--- src/rtl/hk_spi_pt_pkg.sv ---
// hk_spi_pt_pkg: shared state type and command/channel constants for the hk SPI pass-thru mux
package hk_spi_pt_pkg;
  typedef enum logic [1:0] {IDLE, CMD, PASS, IGNORE} state_t;
  localparam logic [3:0] CMD_PREFIX_DEF = 4'hC;
  localparam logic [3:0] CH_MGMT_FLASH = 4'd4;
  localparam logic [3:0] CH_USER = 4'd2;
endpackage

--- src/rtl/hk_spi_sync_edge.sv ---
// hk_spi_sync_edge: N-stage synchroniser with rise/fall detection on the synchronised copy
module hk_spi_sync_edge #(
  parameter int STAGES = 2,
  parameter logic INIT = 1'b0
) (
  input  logic clk,
  input  logic rst,
  input  logic d,
  output logic q,
  output logic rise,
  output logic fall
);
  logic [STAGES-1:0] sync;
  logic prev;
  always_ff @(posedge clk)
    if (rst) begin
      sync <= {STAGES{INIT}};
      prev <= INIT;
    end else begin
      sync <= {sync[STAGES-2:0], d};
      prev <= sync[STAGES-1];
    end
  assign q = sync[STAGES-1];
  assign rise = q & ~prev;
  assign fall = ~q & prev;
endmodule

--- src/rtl/hk_spi_passthru_mux.sv ---
// hk_spi_passthru_mux: decodes the hk SPI command byte and routes pass-thru transactions to one of NUM_CH targets
module hk_spi_passthru_mux
  import hk_spi_pt_pkg::*;
#(
  parameter int NUM_CH = 4,
  parameter int SYNC_STAGES = 2,
  parameter int CNT_W = 16,
  parameter logic [3:0] CMD_PREFIX = CMD_PREFIX_DEF
) (
  input  logic              wb_clk_i,
  input  logic              wb_rst_i,
  input  logic              hk_sck_i,
  input  logic              hk_csb_i,
  input  logic              hk_sdi_i,
  output logic              hk_sdo_o,
  output logic              hk_sdo_oe_o,
  output logic              hk_sel_o,
  input  logic [NUM_CH-1:0] ch_enable_i,
  output logic [NUM_CH-1:0] pt_csb_o,
  output logic [NUM_CH-1:0] pt_sck_o,
  output logic [NUM_CH-1:0] pt_mosi_o,
  input  logic [NUM_CH-1:0] pt_miso_i,
  output logic [3:0]        active_ch_o,
  output logic              busy_o,
  output logic [CNT_W-1:0]  xfer_count_o,
  output logic              err_o
);
  state_t state, state_nx;
  logic sck_s, sck_rise, sck_fall_unused, csb_s, csb_rise, csb_fall;
  logic [SYNC_STAGES-1:0] sdi_sync;
  logic sdi_s, sck_q, sdi_q, sdo_q, err_q, pass, decode, prefix_ok, ch_ok;
  logic [6:0] shift;
  logic [7:0] cmd;
  logic [2:0] bit_cnt;
  logic [3:0] ch;
  logic [CNT_W-1:0] byte_cnt, xfer_q;
  logic [15:0] en_pad, miso_pad;
  logic [NUM_CH-1:0] sel;

  hk_spi_sync_edge #(.STAGES(SYNC_STAGES), .INIT(1'b0)) u_sck (
    .clk(wb_clk_i), .rst(wb_rst_i), .d(hk_sck_i), .q(sck_s), .rise(sck_rise), .fall(sck_fall_unused)
  );
  hk_spi_sync_edge #(.STAGES(SYNC_STAGES), .INIT(1'b1)) u_csb (
    .clk(wb_clk_i), .rst(wb_rst_i), .d(hk_csb_i), .q(csb_s), .rise(csb_rise), .fall(csb_fall)
  );

  always_ff @(posedge wb_clk_i)
    sdi_sync <= wb_rst_i ? '0 : {sdi_sync[SYNC_STAGES-2:0], hk_sdi_i};

  assign sdi_s = sdi_sync[SYNC_STAGES-1];
  assign cmd = {shift, sdi_s};
  assign en_pad = 16'(ch_enable_i);
  assign miso_pad = 16'(pt_miso_i);
  assign prefix_ok = cmd[7:4] == CMD_PREFIX;
  assign ch_ok = ({1'b0, cmd[3:0]} < 5'(NUM_CH)) && en_pad[cmd[3:0]];
  assign decode = state == CMD && sck_rise && !csb_rise && bit_cnt == 3'd7;
  // synchronised CSB is high only on the csb_rise cycle while in PASS, so this releases the target that same cycle
  assign pass = state == PASS && !csb_s;

  always_ff @(posedge wb_clk_i)
    state <= wb_rst_i ? IDLE : state_nx;

  always_comb
    state_nx = csb_rise ? IDLE :
               (state == IDLE && csb_fall) ? CMD :
               decode ? ((prefix_ok && ch_ok) ? PASS : IGNORE) : state;

  always_ff @(posedge wb_clk_i)
    if (wb_rst_i) begin
      shift <= '0;
      bit_cnt <= '0;
      ch <= '0;
      byte_cnt <= '0;
      xfer_q <= '0;
      err_q <= 1'b0;
      sck_q <= 1'b0;
      sdi_q <= 1'b0;
      sdo_q <= 1'b0;
    end else begin
      sck_q <= sck_s;
      sdi_q <= sdi_s;
      sdo_q <= pass & miso_pad[ch];
      if (state == IDLE && csb_fall) begin
        shift <= '0;
        bit_cnt <= '0;
        byte_cnt <= '0;
      end else if (sck_rise && !csb_rise && (state == CMD || state == PASS)) begin
        shift <= cmd[6:0];
        bit_cnt <= bit_cnt + 3'd1;
        if (state == PASS && bit_cnt == 3'd7 && !(&byte_cnt)) byte_cnt <= byte_cnt + 1'b1;
      end
      if (decode && prefix_ok && ch_ok) ch <= cmd[3:0];
      if (decode && prefix_ok && !ch_ok) err_q <= 1'b1;
      if (csb_rise && state == PASS) xfer_q <= byte_cnt;
    end

  always_comb begin
    sel = pass ? NUM_CH'(1) << ch : '0;
    pt_csb_o = ~sel;
    pt_sck_o = sel & {NUM_CH{sck_q}};
    pt_mosi_o = sel & {NUM_CH{sdi_q}};
    hk_sdo_oe_o = pass;
    busy_o = pass;
    hk_sel_o = !pass;
    hk_sdo_o = sdo_q;
    active_ch_o = pass ? ch : 4'd0;
    xfer_count_o = xfer_q;
    err_o = err_q;
  end
endmodule

--- config.mk ---
export PLATFORM = sky130hd
export DESIGN_NAME = hk_spi_passthru_mux
export DESIGN_NICKNAME = d
export VERILOG_FILES = /design/src/rtl/hk_spi_pt_pkg.sv /design/src/rtl/hk_spi_sync_edge.sv /design/src/rtl/hk_spi_passthru_mux.sv
export SDC_FILE = /design/constraint.sdc
export NUM_CORES = 1
export LEC_CHECK = 0
export CORE_MARGIN = 5
export CORE_UTILIZATION = 30
export DETAILED_ROUTE_END_ITERATION = 6
export PLACE_DENSITY_LB_ADDON = 0.15
export SLEW_MARGIN = 20
export SYNTH_ARGS = -nofsm -noshare
export SYNTH_HDL_FRONTEND = slang
export SYNTH_SLANG_ARGS = --single-unit
--- constraint.sdc ---
create_clock -name wb_clk_i -period 5.38 [get_ports wb_clk_i]
set_input_delay 0.538 -clock wb_clk_i [delete_from_list [all_inputs] [get_ports wb_clk_i]]
set_output_delay 0.538 -clock wb_clk_i [all_outputs]
set_load 0.005 [all_outputs]
==> results of run 1 <==
==> routing by layer <==
| metal | global-route usage (%) | part of all wire [%] | up-vias |
|---|---|---|---|
| met5 | 0 | 0 | - |
| met1 | 16.4 | 52 | 922 |
| met2 | 15.7 | 39 | 50 |
| li1 | - | - | 1076 |
| met3 | 3.81 | 6.8 | 11 |
| met4 | 7.46 | 2.7 | 0 |
==> worst register-to-register path, cell delays in order, from the launching register on <==
cell     delay, ns
dfxtp_1       0.36
inv_1         0.07
ha_1          0.30
nand3_1       0.08
or3_4         0.42
or4_1         0.69
or3_1         0.36
a21oi_1       0.14
==> logic make-up (layout without fill, tap and decap cells) <==
logic type               count (synthesis)  after routing  synth area share (%)
AND/OR/NAND/NOR                        142            142                  28.2
flip-flops                              59             59                  47.7
AO/OA/AOI/OAI                           37             37                  8.08
buffers and inverters                   22             78                  3.54
multiplexers                            14             14                  6.26
XOR/XNOR                                 9              9                  3.18
adder cells (fa/ha/maj)                  6              6                  3.03
==> Yosys cell counts (all sizes together) (8+ instances only) <==
cell type / instances
nand2: 44
mux2i: 11
xnor2: 8
dfxtp: 59
nor2b: 8
nor2: 35
o21ai: 8
a21oi: 24
or3: 8
clkbuf: 9
inv: 11
nor3: 12
==> sequential cells by signal, indices dropped and copies added, names as in the netlist <==
name and cells:
sdi_sync 2, u_sck.sync 2, sdi_q 1, sck_q 1, xfer_count_o 16, shift 7
bit_cnt 3, err_o 1, hk_sdo_o 1, u_csb.prev 1, u_csb.sync 2, byte_cnt 16
ch 4, state 2
==> worst paths after layout <==
check / from / slack (ns) / end / depth (start not counted)
max: state[0] / 2.48 / pt_sck_o[1] / 8
min: u_csb.sync[0] / 0.42 / u_csb.sync[1] / 1
max reg2reg: state[0] / 2.89 / byte_cnt[15] / 7
min reg2reg: u_csb.sync[0] / 0.42 / u_csb.sync[1] / 1
==> where the power goes <==
part | internal (mW) | switching (mW) | total, mW
registers | 0.440 | 0.00192 | 0.442
clock network | 0.224 | 0.171 | 0.395
logic | 0.0145 | 0.0133 | 0.0278
total | 0.679 | 0.186 | 0.864
==> cells in the final DEF, fill, tap and decap left out, types with 2 or more instances in the layout <==
cell type         n
nor2_1           35
mux2i_1          11
clkdlybuf4s50_1  49
a21oi_1          24
dfxtp_1          59
nor3_1           12
nand2b_1          3
nor4_1            4
and2_1            6
ha_1              6
or3_1             7
nor2b_1           7
nand2_1          44
and4_1            2
clkbuf_8         10
mux2_2            2
xnor2_1           8
clkinv_2          3
nor3b_1           3
nand3_1           7
or2_2             2
nand4_1           4
o21ai_0           8
and3b_1           2
inv_1            11
buf_4             2
==> cell type report <==
class | instances | share of cell area (%)
Multi-Input combinational cell | 208 | 37.1
Sequential cell | 59 | 36.2
Timing Repair Buffer | 51 | 15.5
Tap cell | 105 | 4.03
Inverter | 11 | 1.27
Clock buffer | 11 | 4.33
Clock inverter | 5 | 1.61
==> stage by stage <==
stage | utilization, % | worst slack (ns) | instances | total power [mW]
CTS | 40.1 | 2.47 | 450 | 0.880
detailed placement | 37.7 | 2.85 | 434 | 0.480
floorplan | - | 3.16 | 289 | 0.466
finish | 40.1 | 2.48 | 450 | 0.864
global placement | 37.7 | 2.90 | 434 | 0.480
global route | 40.1 | 2.31 | 450 | 0.901
==> reports/summary.txt, run 1 <==
Outcome: finished clean
Cell taking the most area after synthesis: dfxtp_1
Vias in the first global route: 1,980
Power Density: 265 nW/um^2
Syn Nets: 308
Worst Max-Slew Pin Slew: 0.893 ns
Register area: 1180 um^2
CP Capture Type: output port
CP Data Required Time: 4.84 ns
Nets: 359
CTS tree: built
Final critical-path required period: 2.90 ns
DP Area: 3070 um^2
DR pass1 iterations: 4
CP max FO: 4
Detailed placement HPWL: 3920 um
Max VDD drop: 0.133 mV
Seq/Total Area, Yosys: 47.7%
Clock Sinks: 59
Startpoint types: flip-flop
Boundary Pins: 50
WL final: 5640 um
Crit-path max cell delay: 0.51 ns
Setup violators final: 0
RSZ-0062 raised after global routing: false
CTS Hold Buffers Added: 0
Post-synth ARST share: 0%
Layout Area Growth over Synthesis: 31.7%
Share of the synthesized area in the top cell type: 47.7%
Clock transition at path regs: 0.07 ns
Largest net degree at the start of global routing: 34
Crit-path leading delay family: simple AND/OR/NAND/NOR gates
Drt drc: 0
Routed len/inst: 12.5 um
Synth cell types: 36
Crit-path cells: inv_1 > ha_1 > nand2b_1 > or3_1 > nor3b_1 > inv_1 > nor2_1 > clkdlybuf4s50_1
Core box area: 8130 um^2
Mean Syn Cell Area: 8.57 um^2
Syn Std Cell Area: 2480 um^2
CP dominant cell by count: inv_1
CP Buf/Inv Count: 3
#FFs+latches synth: 59
Vias per inst: 4.58
Critical path class: reg -> out
Worst Path Arrival: 2.36 ns
# resized after CTS: 0
Die height: 101 um
Die Wd: 101 um
Layout Skew: 0.00812 ns
Vias: 2,059
Setup TNS: 0 ns
DR iter-0 viols: 96
Final period utilization: 53.9%
Area of the multi-input gates: 1210 um^2
Synth top area cells: dfxtp_1 48%, nand2_1 6.7%, nor2_1 5.3%
Worst skew pair latency: 0.34 ns
Initial Util: 30.5%
Slew HR: 39.9%
Clock buffer count from CTS: 9
Fin area: 3260 um^2
Rows: 33
Slowest-stage cell, CP: clkdlybuf4s50_1
CTS root buffer: clkbuf_8
Fmax: 0.345 GHz
H-tree depth reported by CTS: 3
Maxcap violations: 0
Worst min-delay path category: reg -> reg
# fillers: 841
Ys flop type: dfxtp_1
First-pass GRT wire length: 9570 um
Setup Buffers After CTS: 0
Count of input and output buffers: 49
Deepest clock path buffer count: 2
Worst hold slack: 0.423 ns
Grt ovf: 0
Initial antenna violation count: 0
Share of post-route cells with drive strength above 1: 6.96%
DRT antenna net count: 0
Leakage: 1.18 nW
Final Max Tran Viols: 0
Routability cong.: 0.757
Syn. warnings: 0
Antenna diode count: 0
Post-Synthesis Cells: 289
Tot GR Track Use: 11.9%
Die area: 10,200 um^2
Number of synthesized flops with an enable pin: 0
Final hold vios: 0
No activity file was read; power rests on OpenSTA's default activity.
==> inputs of run 2 (changes only) <==
- clock period: 5.38 -> 3 ns (I/O delays scaled with it)
==> run 2 against run 1 <==
Global-route usage is 0.55 points lower. Die area stayed put. Via count is 0.87% lower. First-iteration DRC count is 39% lower. Design area stayed put. Critical path type unchanged. Cell count stayed put. Critical path depth stayed put. Critical endpoint is now pt_mosi_o[1]. Clock-buffer cell count stayed put. Flip-flop and latch count stayed put. Register-to-register slack worse by 2.3 ns. Worst hold slack worse by 0.00091 ns. Highest routed layer unchanged.
==> reports/summary.txt, run 2 (same netlist as run 1, synthesis figures left out) <==
Outcome: finished clean
Final worst slack: 0.361 ns (-2.12 ns)
Hold Path Depth: 1 (unchanged)
R2R Path Start: state[1]
Vias: 2,041 (-0.87%)
CP Capture Type: output port
CP max FO: 4 (unchanged)
Final period utilization: 88.0%
Layout Area Growth over Synthesis: 31.7% (unchanged)
Power Density: 472 nW/um^2 (+78%)
Routability cong.: 0.754 (-0.38%)
Die Wd: 101 um (unchanged)
Switching share of total power: 21.0% (-0.51 points)
Initial antenna violation count: 0 (unchanged)
Worst Hold Path EP: u_csb.sync[1]
DP Area: 3070 um^2 (unchanged)
Antenna diode count: 0 (unchanged)
Rows: 33 (unchanged)
Boundary Pins: 50 (unchanged)
Layout Skew: 0.00833 ns (+0.000207 ns)
Final critical-path required period: 2.64 ns
Share of post-route cells with drive strength above 1: 6.96% (unchanged)
Vias in the first global route: 1,972 (-0.40%)
Flop pwr share: 51.5% (+0.4 points)
Drt drc: 0 (unchanged)
Maxcap violations: 0 (unchanged)
R2R depth: 7 (unchanged)
# fillers: 845 (+0.48%)
Count of input and output buffers: 49 (unchanged)
Commonest non-fill, non-tap cell in the layout: dfxtp_1
Fin area: 3260 um^2 (unchanged)
Max VDD drop: 0.175 mV (+31%)
Die area: 10,200 um^2 (unchanged)
R2R setup slack: 0.57 ns (-2.32 ns)
Deepest clock path buffer count: 2 (unchanged)
Post-place setup slack: 0.578 ns (-2.28 ns)
Core box area: 8130 um^2 (unchanged)
DRT antenna net count: 0 (unchanged)
Psw: 0.323 mW (+74%)
Setup violators final: 0 (unchanged)
Worst skew pair latency: 0.33 ns (about the same)
WL final: 5480 um (-2.7%)
Die height: 101 um (unchanged)
CP Data Required Time: 2.70 ns (-2.14 ns)
Worst min-delay path category: reg -> reg
Placed cell count: 434 (unchanged)
Met1 wire length: 2790 um (-4.3%)
Hold path start: u_csb.sync[0]
Nets: 359 (unchanged)
Clock transition at path regs: 0.06 ns (about the same)
Final hold vios: 0 (unchanged)
Grt ovf: 0 (unchanged)
CTS root buffer: clkbuf_8
Clock Sinks: 59 (unchanged)
Fin util: 40.1% (unchanged)
Comb power frac: 3.3% (about the same)
Startpoint types: flip-flop
Clock power frac: 45.3% (-0.4 points)
Leakage: 1.18 nW (unchanged)
Largest net degree at the start of global routing: 33 (-2.9%)
DR WL met2: 2200 um (+0.55%)
Routed len/inst: 12.2 um (-2.7%)
Setup Buffers After CTS: 0 (unchanged)
Detailed placement HPWL: 3940 um (+0.58%)
Initial Util: 30.5% (unchanged)
Worst Max-Slew Pin Slew: 0.830 ns (-0.0635 ns)
CTS tree: built
Critical path class: reg -> out
P_int: 1.22 mW (+79%)
First-pass GRT wire length: 9140 um (-4.5%)
R2r endpoint: byte_cnt[13]
Finished Layout Cells: 450 (unchanged)
Highest routed layer: met4
Slew HR: 44.2% (+4.3 points)
Worst hold slack: 0.422 ns (-0.000913 ns)
Clock buffer count from CTS: 9 (unchanged)
H-tree depth reported by CTS: 3 (unchanged)
Setup TNS: 0 ns (unchanged)
# resized after CTS: 0 (unchanged)
RSZ-0062 raised after global routing: false
WL met3: 436 um (+14%)
Overall Power: 1.54 mW (+78%)
Tot GR Track Use: 11.3% (-0.55 points)
Final Max Tran Viols: 0 (unchanged)
Commonest cells after routing, fill and taps aside: 59 x dfxtp_1, 49 x clkdlybuf4s50_1, 44 x nand2_1, 35 x nor2_1, 24 x a21oi_1
Worst Path Arrival: 2.34 ns (-0.02 ns)
Vias per inst: 4.54 (-0.87%)
Fmax: 0.379 GHz
DR pass1 iterations: 4 (unchanged)
CTS Hold Buffers Added: 0 (unchanged)
DR iter-0 viols: 59 (-39%)
-- run 2: cell counts in the layout (fill, tap and decap cells not counted) --
No cell type changed its count.
-- run 2: final cells by class --
cell class	count	area, um^2	share of cell area (%)
multi-input cells	208	1210	37.1
flip-flops and latches	59	1180	36.2
repair buffers	51	505	15.5
clock buffers	11	141	4.33
well taps	105	131	4.03
clock inverters	5	52.6	1.61
inverters	11	41.3	1.27
-- run 2: how the worst max path moves through the flow --
stage / depth (start not counted) / end / from
floorplan: 8 / byte_cnt[13] / state[0]
global placement: 7 / byte_cnt[11] / state[0]
detailed placement: 7 / byte_cnt[15] / state[1]
CTS: 8 / pt_mosi_o[1] / state[0]
global route: 8 / pt_mosi_o[1] / state[0]
finish: 8 / pt_mosi_o[1] / state[0]
-- run 2: layer usage --
layer	vias to the layer above	GRT usage [%]
met3	7	4.64
li1	1087	-
met4	0	4.97
met5	-	0
met1	895	15.1
met2	52	15.9
-- run 2: power groups by stage --
stage,Clock [mW],Sequential [mW],Combinational (mW)
2_1_floorplan,0,0.809,0.0264
5_1_grt,0.761,0.793,0.0553
6_report,0.697,0.793,0.0503
3_5_place_dp,0,0.810,0.0511
4_1_cts,0.731,0.792,0.0512
3_3_place_gp,0,0.810,0.0504
-- run 2: worst max-delay path, cell delays in order, from the launching register on --
cell             delay, ns
dfxtp_1               0.32
inv_1                 0.08
ha_1                  0.20
nand2b_1              0.13
or3_1                 0.39
nor3b_1               0.20
inv_1                 0.10
nor2_1                0.09
clkdlybuf4s50_1       0.51
==> inputs of run 3 (changes only) <==
- CORE_MARGIN: 5 -> unset
- SLEW_MARGIN: 20 -> unset
- clock period: 3 -> 2.6 ns (I/O delays scaled with it)
==> run 3 against run 2 <==
Non-clock buffer count increased by 2. Clock power increased by 45%. Register-to-register slack got worse by 0.36 ns. Largest power group is now the clock network.
==> reports/summary.txt, run 3 (same netlist as run 1, synthesis figures left out) <==
Placed cell count: 433 (-0.23%)
Commonest cells after routing, fill and taps aside: 59 x dfxtp_1, 49 x clkdlybuf4s50_1, 44 x nand2_1, 35 x nor2_1, 24 x a21oi_1
Final worst slack: 0.123 ns (-0.237 ns)
CTS root buffer: clkbuf_8
Layout Area Growth over Synthesis: 35.3%
Nets: 361 (+0.56%)
R2R depth: 7 (unchanged)
Initial Util: 31.6% (+1.1 points)
Setup violators final: 0 (unchanged)
Grt ovf: 0 (unchanged)
Antenna diode count: 0 (unchanged)
Drt drc: 0 (unchanged)
Vias in the first global route: 2,069 (+4.9%)
Worst Path Arrival: 2.22 ns (-0.12 ns)
Rows: 32 (-3.0%)
Final Max Tran Viols: 0 (unchanged)
Outcome: finished clean
Clock transition at path regs: 0.07 ns (about the same)
Finished Layout Cells: 449 (-0.22%)
WL final: 5520 um (+0.69%)
DR pass1 iterations: 4 (unchanged)
R2R setup slack: 0.21 ns (-0.36 ns)
Maxcap violations: 0 (unchanged)
Final period utilization: 95.3%
CP max FO: 4 (unchanged)
CP Capture Type: output port
Clock Sinks: 59 (unchanged)
Final hold vios: 0 (unchanged)
Clock buffer count from CTS: 9 (unchanged)
CTS tree: built
Slew HR: 58.6% (+14 points)
Worst min-delay path category: reg -> reg
Detailed placement HPWL: 3910 um (-0.89%)
Vias per inst: 4.71 (+4.0%)
Setup Buffers After CTS: 0 (unchanged)
Share of post-route cells with drive strength above 1: 8.93% (+2.0 points)
Boundary Pins: 50 (unchanged)
Tot GR Track Use: 14.1% (+2.7 points)
Deepest clock path buffer count: 2 (unchanged)
Layout Skew: 0.00900 ns (+0.000665 ns)
Hold Path Depth: 1 (unchanged)
Count of input and output buffers: 49 (unchanged)
Largest net degree at the start of global routing: 28 (-15%)
Core box area: 7850 um^2 (-3.5%)
Routed len/inst: 12.3 um (+0.92%)
Die height: 92.9 um (-7.9%)
DR iter-0 viols: 80 (+36%)
H-tree depth reported by CTS: 3 (unchanged)
Startpoint types: flip-flop
Vias: 2,117 (+3.7%)
CTS Hold Buffers Added: 0 (unchanged)
CP Data Required Time: 2.34 ns (-0.36 ns)
Worst Hold Path EP: u_csb.sync[1]
Setup TNS: 0 ns (unchanged)
RSZ-0062 raised after global routing: false
Hold path start: u_csb.sync[0]
Fmax: 0.404 GHz
Leakage: 1.23 nW (+4.3%)
First-pass GRT wire length: 9540 um (+4.4%)
DRT antenna net count: 0 (unchanged)
R2R Path Start: state[1]
DP Area: 3080 um^2 (+0.37%)
Routability cong.: 0.740 (-1.8%)
Initial antenna violation count: 0 (unchanged)
Max VDD drop: 0.204 mV (+17%)
Fin area: 3350 um^2 (+2.7%)
Commonest non-fill, non-tap cell in the layout: dfxtp_1
Die Wd: 92.9 um (-7.9%)
Post-place setup slack: 0.244 ns (-0.334 ns)
Critical path class: reg -> out
Worst skew pair latency: 0.33 ns (about the same)
Die area: 8630 um^2 (-15%)
R2r endpoint: byte_cnt[11]
Worst hold slack: 0.418 ns (-0.00339 ns)
Worst Max-Slew Pin Slew: 0.620 ns (-0.210 ns)
Final critical-path required period: 2.48 ns
Power Density: 592 nW/um^2 (+25%)
-- run 3: critical path, cell delays in order, from the launching register on --
cell and delay, ns:
dfxtp_1 0.34, inv_2 0.09, ha_4 0.17, nand2b_4 0.07, or3_4 0.35, nor3b_1 0.18, inv_1 0.09, nor2_1 0.10
clkdlybuf4s50_1 0.50
-- run 3: worst max path at each step --
stage / startpoint / endpoint / cells after the start
global route: state[0] / pt_mosi_o[2] / 8
finish: state[0] / pt_sck_o[1] / 8
CTS: state[0] / pt_sck_o[1] / 8
floorplan: state[0] / byte_cnt[13] / 8
global placement: state[0] / byte_cnt[15] / 7
detailed placement: state[0] / byte_cnt[15] / 7
-- run 3: layout make-up --
class,instances,area (um^2)
repair buffers,53,520
clock inverters,5,100
inverters,11,41.3
multi-input cells,208,1240
clock buffers,11,141
fillers,820,4500
flip-flops and latches,59,1180
well taps,102,128
-- run 3: power breakdown --
| group | switching, mW | internal (mW) | leakage [nW] |
|---|---|---|---|
| logic | 0.0284 | 0.0304 | 0.629 |
| registers | 0.00400 | 0.911 | 0.477 |
| clock network | 0.352 | 0.660 | 0.123 |
-- run 3: metrics by stage --
| stage | total power [mW] | util (%) |
|---|---|---|
| final | 1.99 | 42.7 |
| after global routing | 2.07 | 42.7 |
| after CTS | 2.02 | 42.5 |
| after detailed placement | 0.993 | 39.2 |
| after global placement | 0.993 | 39.2 |
| after floorplan | 0.964 | - |
-- run 3: layer usage --
metal | share of wire (%) | global-route usage (%) | wire length (um)
met4 | 1.5 | 6.92 | 85
met5 | 0 | 0 | 0
met1 | 49 | 17.3 | 2720
met3 | 2.7 | 3.53 | 148
met2 | 46 | 22.7 | 2560
-- run 3: what timing repair did --
item | 4_1_cts | 5_1_grt
resized for setup | 3 | 3
endpoints found under the hold margin | 0 | 0
setup endpoints to repair | 6 | 6
